### src/rtl/mem_pkg.sv
`default_nettype none
// Shared memory-subsystem definitions: line geometry, cache constants,
// store-buffer drain states and the byte-lane mask helper.
package mem_pkg;

  localparam int LINE_OFFSET_BITS = 4;
  localparam int LINE_BYTES       = 16;
  localparam int CACHE_LINE_BITS  = 128;

  typedef enum logic [1:0] {
    SB_IDLE  = 2'd0,
    SB_READ  = 2'd1,
    SB_WRITE = 2'd2
  } sb_state_e;

  // Lanes touched by a store: one byte for STB, an aligned word for STW.
  function automatic logic [LINE_BYTES-1:0] sb_byte_mask(
    input logic                        is_byte,
    input logic [LINE_OFFSET_BITS-1:0] offset
  );
    logic [LINE_BYTES-1:0] mask;
    if (is_byte) mask = 16'h0001 << offset;
    else         mask = 16'h000F << {offset[3:2], 2'b00};
    return mask;
  endfunction

endpackage
`default_nettype wire

### src/rtl/sb_entry_array.sv
`default_nettype none
// Store-buffer line storage: tag/data/mask per entry, with a masked store
// port (allocate or merge) and a fill port that only touches unwritten bytes.
module sb_entry_array
  import mem_pkg::*;
#(
  parameter int DEPTH     = 4,
  parameter int TAG_BITS  = 28,
  parameter int LINE_BITS = 128
) (
  input  logic                       clk,
  input  logic                       st_we_i,
  input  logic                       st_alloc_i,
  input  logic [$clog2(DEPTH)-1:0]   st_idx_i,
  input  logic [TAG_BITS-1:0]        st_tag_i,
  input  logic [LINE_BITS/8-1:0]     st_mask_i,
  input  logic [LINE_BITS-1:0]       st_data_i,
  input  logic                       fill_en_i,
  input  logic [$clog2(DEPTH)-1:0]   fill_idx_i,
  input  logic [LINE_BITS-1:0]       fill_data_i,
  input  logic [$clog2(DEPTH)-1:0]   head_idx_i,
  output logic [TAG_BITS-1:0]        head_tag_o,
  output logic [LINE_BITS-1:0]       head_data_o,
  output logic [LINE_BITS/8-1:0]     head_mask_o,
  input  logic [$clog2(DEPTH)-1:0]   tail_idx_i,
  output logic [TAG_BITS-1:0]        tail_tag_o
);

  localparam int NB = LINE_BITS / 8;

  logic [TAG_BITS-1:0]  tag_q  [DEPTH];
  logic [LINE_BITS-1:0] data_q [DEPTH];
  logic [NB-1:0]        mask_q [DEPTH];

  always_ff @(posedge clk) begin
    if (fill_en_i) begin
      for (int b = 0; b < NB; b++) begin
        if (!mask_q[fill_idx_i][b]) data_q[fill_idx_i][8*b +: 8] <= fill_data_i[8*b +: 8];
      end
    end
    if (st_we_i) begin
      if (st_alloc_i) begin
        tag_q[st_idx_i]  <= st_tag_i;
        mask_q[st_idx_i] <= st_mask_i;
      end else begin
        mask_q[st_idx_i] <= mask_q[st_idx_i] | st_mask_i;
      end
      for (int b = 0; b < NB; b++) begin
        if (st_mask_i[b]) data_q[st_idx_i][8*b +: 8] <= st_data_i[8*b +: 8];
      end
    end
  end

  assign head_tag_o  = tag_q[head_idx_i];
  assign head_data_o = data_q[head_idx_i];
  assign head_mask_o = mask_q[head_idx_i];
  assign tail_tag_o  = tag_q[tail_idx_i];

endmodule
`default_nettype wire

### src/rtl/store_buffer.sv
`default_nettype none
// Coalescing line store buffer: merges stores into the youngest line and
// drains lines in order, reading memory first when a line is only partly written.
module store_buffer
  import mem_pkg::*;
#(
  parameter int ARCH_BITS        = 32,
  parameter int MEMORY_LINE_BITS = CACHE_LINE_BITS,
  parameter int DEPTH            = 4
) (
  input  logic                        clk,
  input  logic                        rst,
  input  logic                        st_valid,
  input  logic                        st_byte,
  input  logic [ARCH_BITS-1:0]        st_addr,
  input  logic [ARCH_BITS-1:0]        st_data,
  output logic                        st_ready,
  output logic [ARCH_BITS-1:0]        mem_read_addr,
  output logic                        mem_read_req,
  input  logic [MEMORY_LINE_BITS-1:0] mem_data,
  input  logic                        mem_data_valid,
  output logic [ARCH_BITS-1:0]        mem_write_addr,
  output logic [MEMORY_LINE_BITS-1:0] mem_write_data,
  output logic                        mem_write_req,
  input  logic                        mem_write_done,
  output logic                        empty
);

  localparam int TAG_BITS = ARCH_BITS - LINE_OFFSET_BITS;
  localparam int IDX_BITS = $clog2(DEPTH);
  localparam int CNT_BITS = IDX_BITS + 1;
  localparam int NB       = MEMORY_LINE_BITS / 8;
  localparam logic [CNT_BITS-1:0] FULL_CNT = CNT_BITS'(DEPTH);

  sb_state_e            state_q, state_d;
  logic [IDX_BITS-1:0]  head_q, head_d, tail_q, tail_d;
  logic [CNT_BITS-1:0]  count_q, count_d;
  logic [DEPTH-1:0]     valid_q, valid_d;
  logic                 lock_q, lock_d;

  logic [TAG_BITS-1:0]         st_tag, head_tag, tail_tag;
  logic [NB-1:0]               st_mask, head_mask;
  logic [MEMORY_LINE_BITS-1:0] st_line, head_data;
  logic [IDX_BITS-1:0]         tail_last;
  logic                        coalesce_hit, accept, push, pop, fill_en;

  assign st_tag    = st_addr[ARCH_BITS-1:LINE_OFFSET_BITS];
  assign st_mask   = sb_byte_mask(st_byte, st_addr[LINE_OFFSET_BITS-1:0]);
  assign st_line   = st_byte ? {NB{st_data[7:0]}} : {(MEMORY_LINE_BITS/ARCH_BITS){st_data}};
  assign tail_last = tail_q - 1'b1;

  // The youngest entry only refuses merges while it is the head being drained.
  assign coalesce_hit = (count_q != '0) && valid_q[tail_last] && (tail_tag == st_tag) &&
                        !(lock_q && (tail_last == head_q));
  assign st_ready = (count_q < FULL_CNT) || coalesce_hit;
  assign accept   = st_valid && st_ready;
  assign push     = accept && !coalesce_hit;
  assign empty    = (count_q == '0) && (state_q == SB_IDLE);

  sb_entry_array #(
    .DEPTH     (DEPTH),
    .TAG_BITS  (TAG_BITS),
    .LINE_BITS (MEMORY_LINE_BITS)
  ) u_entries (
    .clk         (clk),
    .st_we_i     (accept),
    .st_alloc_i  (push),
    .st_idx_i    (push ? tail_q : tail_last),
    .st_tag_i    (st_tag),
    .st_mask_i   (st_mask),
    .st_data_i   (st_line),
    .fill_en_i   (fill_en),
    .fill_idx_i  (head_q),
    .fill_data_i (mem_data),
    .head_idx_i  (head_q),
    .head_tag_o  (head_tag),
    .head_data_o (head_data),
    .head_mask_o (head_mask),
    .tail_idx_i  (tail_last),
    .tail_tag_o  (tail_tag)
  );

  always_ff @(posedge clk) begin
    if (rst) begin
      state_q <= SB_IDLE;
      head_q  <= '0;
      tail_q  <= '0;
      count_q <= '0;
      valid_q <= '0;
      lock_q  <= 1'b0;
    end else begin
      state_q <= state_d;
      head_q  <= head_d;
      tail_q  <= tail_d;
      count_q <= count_d;
      valid_q <= valid_d;
      lock_q  <= lock_d;
    end
  end

  always_comb begin
    state_d        = state_q;
    lock_d         = lock_q;
    pop            = 1'b0;
    fill_en        = 1'b0;
    mem_read_req   = 1'b0;
    mem_read_addr  = '0;
    mem_write_req  = 1'b0;
    mem_write_addr = '0;
    mem_write_data = '0;

    case (state_q)
      SB_IDLE: begin
        if (count_q != '0) begin
          lock_d  = 1'b1;
          state_d = (&head_mask) ? SB_WRITE : SB_READ;
        end
      end
      SB_READ: begin
        mem_read_req  = 1'b1;
        mem_read_addr = {head_tag, {LINE_OFFSET_BITS{1'b0}}};
        if (mem_data_valid) begin
          fill_en = 1'b1;
          state_d = SB_WRITE;
        end
      end
      SB_WRITE: begin
        mem_write_req  = 1'b1;
        mem_write_addr = {head_tag, {LINE_OFFSET_BITS{1'b0}}};
        mem_write_data = head_data;
        if (mem_write_done) begin
          pop     = 1'b1;
          lock_d  = 1'b0;
          state_d = SB_IDLE;
        end
      end
      default: state_d = SB_IDLE;
    endcase

    head_d  = pop  ? head_q + 1'b1 : head_q;
    tail_d  = push ? tail_q + 1'b1 : tail_q;
    valid_d = valid_q;
    if (pop)  valid_d[head_q] = 1'b0;
    if (push) valid_d[tail_q] = 1'b1;
    count_d = count_q;
    case ({push, pop})
      2'b10:   count_d = count_q + 1'b1;
      2'b01:   count_d = count_q - 1'b1;
      default: count_d = count_q;
    endcase
  end

endmodule
`default_nettype wire

### config.mk
export PLATFORM = sky130hd
export DESIGN_NAME = store_buffer
export DESIGN_NICKNAME = d
export VERILOG_FILES = /design/src/rtl/mem_pkg.sv /design/src/rtl/sb_entry_array.sv /design/src/rtl/store_buffer.sv
export SDC_FILE = /design/constraint.sdc
export NUM_CORES = 1
export LEC_CHECK = 0
export CELL_PAD_IN_SITES_DETAIL_PLACEMENT = 0
export CELL_PAD_IN_SITES_GLOBAL_PLACEMENT = 1
export CORE_MARGIN = 5
export CORE_UTILIZATION = 52
export DETAILED_ROUTE_END_ITERATION = 8
export PLACE_DENSITY_LB_ADDON = 0.1
export SLEW_MARGIN = 20
export SYNTH_ARGS = -nofsm -noshare
export SYNTH_HDL_FRONTEND = slang
export SYNTH_SLANG_ARGS = --single-unit
### constraint.sdc
create_clock -name clk -period 17.5 [get_ports clk]
set_input_delay 3.5 -clock clk [delete_from_list [all_inputs] [get_ports clk]]
set_output_delay 3.5 -clock clk [all_outputs]
set_load 0.01 [all_outputs]
---- After elaboration in Yosys (flattened, before gate mapping) ----
Memory sizes are Yosys's and may differ from the RTL's. A register that Yosys moved wholly into a read port is not among the register bits.
Index checks and enable logic that the tools add are counted.
W data, S select, Z words.
storage, ports and cells
  bits in registers ....................... 14
  bits in latches ......................... 0
  RAM bits ................................ 688
  memory bits (read-only) ................. 0
  bits of input ports ..................... 198
  output and inout bits ................... 196
  word-level logic and storage cells ...... 194
  memories kept ........................... 3
operators by class
  add/subtract/negate cells ............... 5
  multiply operators ...................... 0
  divide/modulo/power cells ............... 0
  magnitude comparators ................... 6
  equal/unequal tests ..................... 9
  shift-type cells ........................ 2
  mux-type cells .......................... 138
  bitwise operators ....................... 5
  reductions and logical operators ........ 20
memories
  memory            depth  width  rd ports  clocked after memory_dff  write ports  line                  text
  u_entries.data_q  4      128    1         1                         2            sb_entry_array.sv:32  logic [LINE_BITS-1:0] data_q [DEPTH];
  u_entries.tag_q   4      28     2         1                         1            sb_entry_array.sv:31  logic [TAG_BITS-1:0] tag_q [DEPTH];
  u_entries.mask_q  4      16     2         1                         1            sb_entry_array.sv:33  logic [NB-1:0] mask_q [DEPTH];
operators by type and width
  cell                    count
  $mux W128               2
  $mux W1                 113
  $mux W32                2
  $mux W16                2
  $eq A28 B28 Y1          1
  $mux W2                 11
  $or A16 B16 Y16         1
  $reduce_and A16 Y1      1
  $shl A1 B4 Y16 const A  1
  $shl A4 B4 Y16 const A  1
  $logic_and A1 B1 Y1     9
  $lt A2 B3 Y1 const B    3
  $mux W4                 2
  $pmux W2 S3             1
  $pmux W3 S2             1
  $reduce_and A3 Y1       2
  $add A2 B1 Y2 const B   2
  $and A4 B4 Y4           1
  $demux W1 S2            2
  $eq A2 B1 Y1 const B    2
  $eq A2 B2 Y1 const B    2
  $ge A2 B1 Y1 const B    2
  $ne A2 B2 Y1 const B    2
  $not A4 Y4              1
  other kinds (16)        18

---- Logic depth before layout (Yosys ltp) ----
Gate-level depths: netlist of the first run.
  word-level depth ........................ 13
  gate-level depth with buffers ........... 20
  depth with buffers taken out ............ 14

---- Modules after synthesis ----
A second synthesis of the first run with hierarchy kept.
second synthesis, totals
  cell total of the unflattened synthesis .. 2,161
  area total of the unflattened synthesis .. 36,845.3 um^2
modules (own cells, without submodules)
  module          times used  cells each  area each (um^2)  seq. area each (um^2)
  sb_entry_array  1           1,703       33,842.5          20,659.8
  store_buffer    1           458         3,002.9           280.3

---- Worst setup path after synthesis of the first run ----
No wires, ideal clock.
  path kind ............................... in2out
  from .................................... in st_addr[15]
  to ...................................... out st_ready
  arrival time ............................ 4.715 ns
  data required time ...................... 14.000 ns
  path slack .............................. 9.285 ns
  stages .................................. 5
  buffers on the path ..................... 1
  cells stage by stage .................... xnor2_1 nand4_1 or4_1 clkbuf_1 o21ai_0
between the ends
  cells in the longest elaborated chain, start to end .. 4
RTL lines
  element                           line                text
  start: declaration                store_buffer.sv:15  input logic [ARCH_BITS-1:0] st_addr,
  $eq A28 B28 Y1                    store_buffer.sv:53  assign coalesce_hit = (count_q != '0) && valid_q[tail_last] && (tail_tag == st_tag) &&
  $logic_and A1 B1 Y1 (2 in a row)  store_buffer.sv:53
  $logic_or A1 B1 Y1                store_buffer.sv:55  assign st_ready = (count_q < FULL_CNT) || coalesce_hit;
  end: declaration                  store_buffer.sv:17  output logic st_ready,
No other way between the ends.

---- Worst setup path in the final report of the first run ----
  from .................................... in st_addr[9]
  to ...................................... out st_ready
The elaborated chain is that of the path after synthesis.

==> flow_metrics.env, run 1 <==
export IMPL_status="finished, final reports clean"
export IMPL_cp_start_kind="input port"
export IMPL_grt_ovfl_total=0
export IMPL_crit_path_max_fanout=5
export IMPL_crit_type="in -> out"
export IMPL_dp_hpwl_um=67110
export IMPL_grt_pass1_wl_um=152200
export IMPL_syn_area_per_cell_um2=16.17
export IMPL_synth_edf_count=688
export IMPL_crit_top_cell="clkdlybuf4s50_1"
export IMPL_die_w_um=275.4
export IMPL_vias=22340
export IMPL_initial_core_util_pct=52.41
export IMPL_gp_congestion=0.7868
export IMPL_swShare_pct=23.79
export IMPL_p_int_mw=3.109
export IMPL_clockBufferDepth=3
export IMPL_pwr_share_comb_pct=13.3
export IMPL_grt_usage_pct=27.12
export IMPL_die_h_um=275.4
export IMPL_synth_area_mm2=0.03664
export IMPL_yosysMostFrequentCell="edfxtp_1"
export IMPL_cp_data_required_time_ns=14.00
export IMPL_numCtsBuffers=77
export IMPL_h_tree_depth=3
export IMPL_drt_iter0_drc=2222
export IMPL_hold_path_class="reg -> reg"
export IMPL_dominantRegCellSynth="edfxtp_1"
export IMPL_clock_latency_ns=0.62
export IMPL_post_cts_buffers=0
export IMPL_dr_pass1_iters=5
export IMPL_seq_power_share_pct=47.6
export IMPL_clock_sinks=704
export IMPL_viasPerCell=6.154
export IMPL_synthTopCellsByCount="edfxtp_1 (688), mux2_2 (494), mux4_2 (215), and2_1 (192), nand2_1 (119)"
export IMPL_synth_seq_cells=704
export IMPL_drt_total_wl_um=103700
export IMPL_drive_gt1_share_pct=34.76
export IMPL_worstSetupEndpoint="st_ready"
export IMPL_design_area_mm2=0.04389
export IMPL_setup_worst_path_start="st_addr[9]"
export IMPL_finalSetupTns_ns=0
export IMPL_synth_top_cell_area_share_pct=56.39
export IMPL_dpl_cell_area_mm2=0.04137
export IMPL_yosysTopAreaCell="edfxtp_1"
export IMPL_slew_viol_final=0
export IMPL_timing_rr_start="tail_q[0]"
export IMPL_rows=97
export IMPL_clock_power_share_pct=39.2
export IMPL_seq_area_frac_synth_pct=57.27
export IMPL_routedWlPerCell_um=28.57
export IMPL_maxCapViolCount=0
export IMPL_drc_errors=0
export IMPL_reg2reg_to="u_entries.data_q[3][94]"
export IMPL_synthArstFlopShare_pct=0
export IMPL_endpoint_kind="output pin"
export IMPL_p_switching_mw=0.9705
export IMPL_place_inst=3484
export IMPL_rsz0062_at_grt="no"
export IMPL_critPathMaxStageDelay_ns=0.63
export IMPL_dieArea_mm2=0.07586
export IMPL_setup_viol=0
export IMPL_crit_arrival_ns=6.08
export IMPL_finalClockSkew_ns=0.02868
export IMPL_rr_worst_depth=11
export IMPL_cpMaxStageDelayCell="or4_1"
export IMPL_hold_violations=0
export IMPL_path_clk_slew_ns=0.06
export IMPL_yosysWarnings=0
export IMPL_tightest_slew_ns=1.136
export IMPL_synthCells=2266
export IMPL_io_buffers=385
export IMPL_yosysUniqueCellTypes=57
export IMPL_r2r_slack_ns=10.93
export IMPL_cp_cell_sequence="clkdlybuf4s50_1 > xnor2_1 > nand4_1 > or4_1 > o21ai_0 > clkdlybuf4s50_1"
export IMPL_fin_nets=2831
export IMPL_hold_ws_ns=0.4634
export IMPL_fin_crit_sh_pct=54.75
export IMPL_area_growth_syn_to_layout_pct=19.81
export IMPL_cts_hold_buf=0
export IMPL_power_per_cell_area_mw_per_mm2=92.95
export IMPL_max_freq_mhz=104.4
export IMPL_final_cell_count_no_fill=3630
export IMPL_grt_max_degree=114
export IMPL_clockRootBuffer="clkbuf_16"
export IMPL_grt_pass1_vias=23220
export IMPL_detail_route_antenna_nets=0
export IMPL_power_leakage_nw=14.46
export IMPL_cts_tree="yes"
export IMPL_period_minus_slack_ns=9.582
export IMPL_cts_resized=0
export IMPL_irDropWorstVdd_uv=76.57
export IMPL_core_mm2=0.06991
export IMPL_grt_antenna_before_repair=7
export IMPL_ios=394
export IMPL_max_slew_margin_pct=23.81
export IMPL_synth_area_top_cells="edfxtp_1 (56%), mux2_2 (15%), mux4_2 (13%)"
==> power by group through the flow <==
stage          combinational, mW  clock (mW)  sequential, mW
2_1_floorplan              0.315           0            1.96
3_3_place_gp               0.530           0            1.97
3_5_place_dp               0.539           0            1.98
4_1_cts                    0.543        1.62            1.94
5_1_grt                    0.576        1.69            1.94
6_report                   0.541        1.60            1.94
==> sequential cells by signal (all words and copies together) (netlist names), named ones only <==
signal / count
state_q: 2
head_q: 2
count_q: 3
u_entries.data_q: 512
u_entries.mask_q: 64
valid_q: 4
lock_q: 1
u_entries.tag_q: 112
tail_q: 2
==> critical path: cells and delay by family <==
kind                   cells  cell delay, ns
XOR/XNOR                   1            0.41
AO/OA/AOI/OAI              1            0.30
buffers and inverters      2            1.10
AND/OR/NAND/NOR            2            0.77
==> per-layer routing <==
layer  up-vias  part of all wire [%]  track usage, %
li1       9631                     -               -
met1     11630                    39           36.08
met2       915                    51           45.86
met3       162                   7.2           4.903
met4         2                   3.2           8.559
met5         -                 0.011               0
==> cells in the final DEF, fill, tap and decap left out, drive strengths merged, types with 6 or more instances in the layout <==
cell / count
nor2: 68
nand2: 119
a21o: 46
mux4: 215
clkbuf: 93
diode: 6
and2: 192
edfxtp: 688
clkdlybuf4s50: 385
dfxtp: 16
conb: 8
bufinv: 7
mux2: 512
xnor2: 22
inv: 38
xor2: 15
ha: 9
mux2i: 21
buf: 52
a32o: 16
nand4: 13
clkinv: 36
nor4: 7
o21ai: 32
a21oi: 31
==> kinds of logic after synthesis <==
family	Yosys count	synth area share [%]
mux	748	29.69
flops	704	57.27
simple gates	424	6.066
buf+inv	202	2.480
compound gates	140	3.238
xor+xnor	37	0.8846
fa+ha+maj	10	0.3620
other cells	1	0.01024
==> worst min path at each step <==
stage          cells past startpoint  slack [ns]       start         end
3_3_place_gp                       2        0.45  valid_q[0]  valid_q[0]
4_1_cts                            2        0.46  valid_q[2]  valid_q[2]
3_5_place_dp                       2        0.45  valid_q[0]  valid_q[0]
6_report                           2        0.46  valid_q[0]  valid_q[0]
2_1_floorplan                      2        0.43  valid_q[3]  valid_q[3]
5_1_grt                            2        0.48  valid_q[0]  valid_q[0]
==> per-stage QoR <==
| step | power, mW | setup WS, ns | util [%] |
|---|---|---|---|
| floorplan | 2.280 | 9.285 | - |
| global placement | 2.502 | 7.885 | 59.19 |
| detailed placement | 2.515 | 7.896 | 59.19 |
| CTS | 4.104 | 7.878 | 62.71 |
| global route | 4.211 | 7.758 | 62.78 |
| finish | 4.080 | 7.918 | 62.78 |
==> layout make-up <==
class | count | area (um2)
Antenna cell | 6 | 15.01
Timing Repair Buffer | 437 | 4257
Tap cell | 940 | 1176
Clock buffer | 93 | 2051
Fill cell | 5289 | 26020
Clock inverter | 47 | 411.6
Multi-Input combinational cell | 1367 | 14850
Inverter | 36 | 137.6
Sequential cell | 704 | 20990
Power figures use the tool's default switching activity.
==> run 2: changes to the inputs <==
--- a/config.mk
+++ b/config.mk
@@ -8,7 +8,7 @@
 export CELL_PAD_IN_SITES_DETAIL_PLACEMENT = 0
 export CELL_PAD_IN_SITES_GLOBAL_PLACEMENT = 1
 export CORE_MARGIN = 5
-export CORE_UTILIZATION = 52
+export CORE_UTILIZATION = 49
 export DETAILED_ROUTE_END_ITERATION = 8
 export PLACE_DENSITY_LB_ADDON = 0.1
 export SLEW_MARGIN = 20
==> constraint.sdc (replaced) <==
create_clock -name clk -period 8.9 [get_ports clk]
set_input_delay 1.78 -clock clk [delete_from_list [all_inputs] [get_ports clk]]
set_output_delay 1.78 -clock clk [all_outputs]
set_load 0.01 [all_outputs]
==> flow_metrics.env, run 2 (synthesis gave the netlist of run 1 again) <==
export IMPL_r2r_slack_ns=2.36
export IMPL_crit_type="reg -> out"
export IMPL_cpMaxStageDelayCell="ha_2"
export IMPL_routedWlPerCell_um=29.01
export IMPL_grt_pass1_wl_um=155100
export IMPL_layout_commonest_cell="edfxtp_1"
export IMPL_dieArea_mm2=0.08033
export IMPL_finalSetupTns_ns=0
export IMPL_die_h_um=283.4
export IMPL_crit_arrival_ns=5.33
export IMPL_vias=22160
export IMPL_max_slew_margin_pct=20.55
export IMPL_numCtsBuffers=78
export IMPL_crit_path_max_fanout=32
export IMPL_viasPerCell=6.052
export IMPL_largest_reg_flops=512
export IMPL_area_growth_syn_to_layout_pct=19.56
export IMPL_hp_start="valid_q[2]"
export IMPL_drt_total_wl_um=106200
export IMPL_clockBufferDepth=3
export IMPL_cts_tree="yes"
export IMPL_final_cell_count_no_fill=3661
export IMPL_path_clk_slew_ns=0.06
export IMPL_post_cts_buffers=0
export IMPL_design_area_mm2=0.04380
export IMPL_max_freq_mhz=140.7
export IMPL_dr_pass1_iters=7
export IMPL_power_per_cell_area_mw_per_mm2=180.3
export IMPL_timing_rr_start="tail_q[0]"
export IMPL_reg_top3="u_entries.data_q x512, u_entries.tag_q x112, u_entries.mask_q x64"
export IMPL_h_tree_depth=3
export IMPL_grt_usage_pct=25.76
export IMPL_rr_worst_depth=11
export IMPL_clock_latency_ns=0.62
export IMPL_mostFrequentLayoutCells="edfxtp_1 (688), mux2_2 (494), clkdlybuf4s50_1 (385)"
export IMPL_tightest_slew_ns=1.184
export IMPL_core_mm2=0.07432
export IMPL_finalPower_mw=7.898
export IMPL_maxCapViolCount=0
export IMPL_cp_start_kind="flop"
export IMPL_dpl_cell_area_mm2=0.04143
export IMPL_fin_nets=2832
export IMPL_cp_data_required_time_ns=7.12
export IMPL_ios=394
export IMPL_rows=100
export IMPL_initial_core_util_pct=49.29
export IMPL_drc_errors=0
export IMPL_cts_hold_buf=0
export IMPL_place_inst=3513
export IMPL_fin_crit_sh_pct=79.87
export IMPL_cp_cell_sequence="clkinv_1 > ha_2 > buf_4 > mux4_2 > xor2_1 > nor4_1 > nand4_1 > o21ai_0 > clkdlybuf4s50_1"
export IMPL_path_buf_inv=3
export IMPL_die_w_um=283.4
export IMPL_hold_path_class="reg -> reg"
export IMPL_reg2reg_to="u_entries.data_q[3][81]"
export IMPL_irDropWorstVdd_uv=156.5
export IMPL_largest_register="u_entries.data_q"
export IMPL_detail_route_antenna_nets=0
export IMPL_clockRootBuffer="clkbuf_16"
export IMPL_grt_max_degree=92
export IMPL_crit_family="buffers and inverters"
export IMPL_setup_viol=0
export IMPL_period_minus_slack_ns=7.109
export IMPL_grt_pass1_vias=23380
export IMPL_cts_resized=0
export IMPL_power_leakage_nw=14.39
export IMPL_drt_iter0_drc=1922
export IMPL_slew_viol_final=0
export IMPL_finalClockSkew_ns=0.01721
export IMPL_path_depth=9
export IMPL_setup_worst_path_start="tail_q[0]"
export IMPL_grt_antenna_before_repair=10
export IMPL_critPathMaxStageDelay_ns=1.05
export IMPL_grt_ovfl_total=0
export IMPL_hold_violations=0
export IMPL_drive_gt1_share_pct=34.44
export IMPL_gp_congestion=0.8070
export IMPL_status="finished, final reports clean"
export IMPL_io_buffers=385
export IMPL_clock_sinks=704
export IMPL_worstSetupEndpoint="st_ready"
export IMPL_endpoint_kind="output pin"
export IMPL_dp_hpwl_um=70000
export IMPL_rsz0062_at_grt="no"
## run 2: power breakdown
group | leakage (nW) | switching [mW] | internal [mW] | total [mW]
combinational | 6.86 | 0.572 | 0.500 | 1.07
clock | 1.14 | 1.30 | 1.70 | 3.01
sequential | 6.39 | 0.0483 | 3.77 | 3.82
## run 2: worst register-to-register path: stages, from the launching register on
cell      delay, ns
dfxtp_4        0.60
clkinv_1       0.42
ha_2           1.05
buf_4          0.47
xor2_1         0.12
a31o_2         0.29
nand4b_1       0.23
nor4_4         0.45
and2_2         0.94
buf_4          0.47
mux2i_1        0.74
nand2_1        0.42
## run 2: how the worst min path moves through the flow
stage	endpoint	depth (start not counted)
2_1_floorplan	valid_q[3]	2
3_3_place_gp	valid_q[0]	2
3_5_place_dp	valid_q[2]	2
4_1_cts	valid_q[2]	2
5_1_grt	valid_q[2]	2
6_report	valid_q[2]	2
## run 2: final cells by class
cell class,instances,area [um2]
Multi-Input combinational cell,1367,14860
Tap cell,969,1212
Sequential cell,704,20990
Inverter,36,137.6
Clock buffer,98,2069
Timing Repair Buffer,437,4257
Antenna cell,6,15.01
Fill cell,5877,30520
Clock inverter,44,261.5
## run 2: metal layers
layer	GRT usage (%)	share of wire, %
met5	0	0.025
met4	7.686	2.8
met3	5.446	6.8
met2	44.32	51
met1	33.22	39
## run 2: per-stage QoR
step	worst slack, ns	util [%]	hold WS (ns)
2_1_floorplan	3.149	-	0.4306
3_3_place_gp	2.420	55.72	0.4543
3_5_place_dp	2.277	55.75	0.4543
4_1_cts	1.674	58.89	0.4638
5_1_grt	1.550	58.93	0.4907
6_report	1.791	58.93	0.4651
==> run 3: changes to the inputs <==
--- a/config.mk
+++ b/config.mk
@@ -8,7 +8,7 @@
 export CELL_PAD_IN_SITES_DETAIL_PLACEMENT = 0
 export CELL_PAD_IN_SITES_GLOBAL_PLACEMENT = 1
 export CORE_MARGIN = 5
-export CORE_UTILIZATION = 49
+export CORE_UTILIZATION = 44
 export DETAILED_ROUTE_END_ITERATION = 8
 export PLACE_DENSITY_LB_ADDON = 0.1
 export SLEW_MARGIN = 20
==> constraint.sdc (replaced) <==
create_clock -name clk -period 6.5 [get_ports clk]
set_input_delay 1.3 -clock clk [delete_from_list [all_inputs] [get_ports clk]]
set_output_delay 1.3 -clock clk [all_outputs]
set_load 0.01 [all_outputs]
==> flow_metrics.env, run 3 (synthesis gave the netlist of run 1 again) <==
export IMPL_rsz0062_at_grt="no"
export IMPL_setup_viol=0
export IMPL_path_clk_slew_ns=0.07
export IMPL_viasPerCell=5.875
export IMPL_max_freq_mhz=168.7
export IMPL_rows=105
export IMPL_dp_hpwl_um=73590
export IMPL_cp_start_kind="flop"
export IMPL_dr_pass1_iters=5
export IMPL_core_mm2=0.08237
export IMPL_cts_tree="yes"
export IMPL_final_cell_count_no_fill=3787
export IMPL_grt_antenna_before_repair=16
export IMPL_maxCapViolCount=0
export IMPL_max_slew_margin_pct=32.24
export IMPL_crit_type="reg -> out"
export IMPL_power_per_cell_area_mw_per_mm2=251.0
export IMPL_irDropWorstVdd_uv=175.0
export IMPL_grt_pass1_wl_um=160900
export IMPL_tightest_slew_ns=1.006
export IMPL_drt_total_wl_um=111000
export IMPL_die_w_um=298.6
export IMPL_reg2reg_to="u_entries.data_q[3][114]"
export IMPL_grt_usage_pct=24.34
export IMPL_finalSetupTns_ns=0
export IMPL_cp_cell_sequence="inv_1 > ha_2 > buf_4 > mux4_2 > xnor2_1 > nand4_1 > or4_1 > o21ai_0 > clkdlybuf4s50_1"
export IMPL_mostFrequentLayoutCells="edfxtp_1 (688), mux2_2 (494), clkdlybuf4s50_1 (385)"
export IMPL_crit_arrival_ns=4.63
export IMPL_critPathMaxStageDelay_ns=0.78
export IMPL_r2r_slack_ns=0.90
export IMPL_layout_commonest_cell="edfxtp_1"
export IMPL_clockRootBuffer="clkbuf_16"
export IMPL_detail_route_antenna_nets=0
export IMPL_cts_hold_buf=0
export IMPL_gp_congestion=0.7776
export IMPL_period_minus_slack_ns=5.929
export IMPL_rr_worst_depth=11
export IMPL_grt_pass1_vias=23470
export IMPL_io_buffers=385
export IMPL_cp_data_required_time_ns=5.20
export IMPL_timing_rr_start="tail_q[1]"
export IMPL_place_inst=3630
export IMPL_clock_sinks=704
export IMPL_grt_ovfl_total=0
export IMPL_hp_start="valid_q[0]"
export IMPL_vias=22250
export IMPL_drive_gt1_share_pct=35.23
export IMPL_power_leakage_nw=14.58
export IMPL_place_ws_ns=0.9553
export IMPL_cts_resized=0
export IMPL_post_cts_buffers=0
export IMPL_drt_iter0_drc=1798
export IMPL_status="finished, final reports clean"
export IMPL_largest_register="u_entries.data_q"
export IMPL_endpoint_kind="output pin"
export IMPL_finalClockSkew_ns=0.02522
export IMPL_largest_reg_flops=512
export IMPL_h_tree_depth=3
export IMPL_cpMaxStageDelayCell="ha_2"
export IMPL_finalPower_mw=11.12
export IMPL_grt_max_degree=86
export IMPL_reg_top3="u_entries.data_q x512, u_entries.tag_q x112, u_entries.mask_q x64"
export IMPL_finalWorstSetupSlack_ns=0.5709
export IMPL_hold_violations=0
export IMPL_die_h_um=298.6
export IMPL_area_growth_syn_to_layout_pct=20.97
export IMPL_crit_path_max_fanout=21
export IMPL_holdPathEnd="valid_q[0]"
export IMPL_fin_crit_sh_pct=91.22
export IMPL_hold_path_class="reg -> reg"
export IMPL_ios=394
export IMPL_fin_nets=2849
export IMPL_clockBufferDepth=3
export IMPL_nFillCells=6646
export IMPL_dieArea_mm2=0.08913
export IMPL_routedWlPerCell_um=29.32
export IMPL_slew_viol_final=0
export IMPL_clock_latency_ns=0.62
export IMPL_numCtsBuffers=78
export IMPL_drc_errors=0
export IMPL_whs_path_depth=2
export IMPL_initial_core_util_pct=44.47
[run 3: worst max-delay path: cells and delay by family (launching register included)]
kind | cells | cell delay, ns
compound gates | 1 | 0.22
fa+ha+maj | 1 | 0.78
simple gates | 2 | 0.75
xor+xnor | 1 | 0.29
mux | 1 | 0.31
flops | 1 | 0.52
buf+inv | 3 | 1.12
[run 3: routing by layer]
| layer | global-route usage, % | vias up | wire, um |
|---|---|---|---|
| met5 | 0.3788 | - | 82 |
| met4 | 7.849 | 8 | 3565 |
| met3 | 5.030 | 181 | 7401 |
| met2 | 40.99 | 841 | 55180 |
| met1 | 31.85 | 11560 | 44810 |
| li1 | - | 9656 | - |
[run 3: final cells by class]
| type | instances | area [um2] | share of cell area, % |
|---|---|---|---|
| Antenna cell | 12 | 30.03 | 0.06776 |
| Clock buffer | 103 | 2171 | 4.898 |
| Clock inverter | 41 | 357.8 | 0.8074 |
| Inverter | 36 | 137.6 | 0.3105 |
| Multi-Input combinational cell | 1367 | 14830 | 33.45 |
| Sequential cell | 704 | 20990 | 47.36 |
| Tap cell | 1070 | 1339 | 3.021 |
| Timing Repair Buffer | 454 | 4467 | 10.08 |
[run 3: metrics by stage]
stage | cell area [um2] | hold WS, ns | utilization (%)
5_1_grt | 44300 | 0.4812 | 53.78
3_5_place_dp | 41720 | 0.4589 | 50.65
2_1_floorplan | 36660 | 0.4306 | -
4_1_cts | 44250 | 0.4667 | 53.72
6_report | 44320 | 0.4662 | 53.80
3_3_place_gp | 41720 | 0.4547 | 50.64
[run 3: how the worst max path moves through the flow]
stage	slack (ns)	cells past startpoint	from	endpoint
after floorplan	0.75	15	tail_q[0]	u_entries.tag_q[0][0]
after detailed placement	0.96	11	tail_q[1]	u_entries.data_q[3][112]
after global routing	0.34	9	tail_q[1]	st_ready
after global placement	1.0	10	tail_q[0]	u_entries.data_q[3][112]
final	0.57	9	tail_q[1]	st_ready
after CTS	0.48	9	tail_q[1]	st_ready
[run 3: power breakdown]
group / switching (mW) / leakage [nW] / internal (mW)
Sequential: 0.0536 / 6.39 / 5.16
Combinational: 0.805 / 6.96 / 0.695
Clock: 1.82 / 1.24 / 2.59
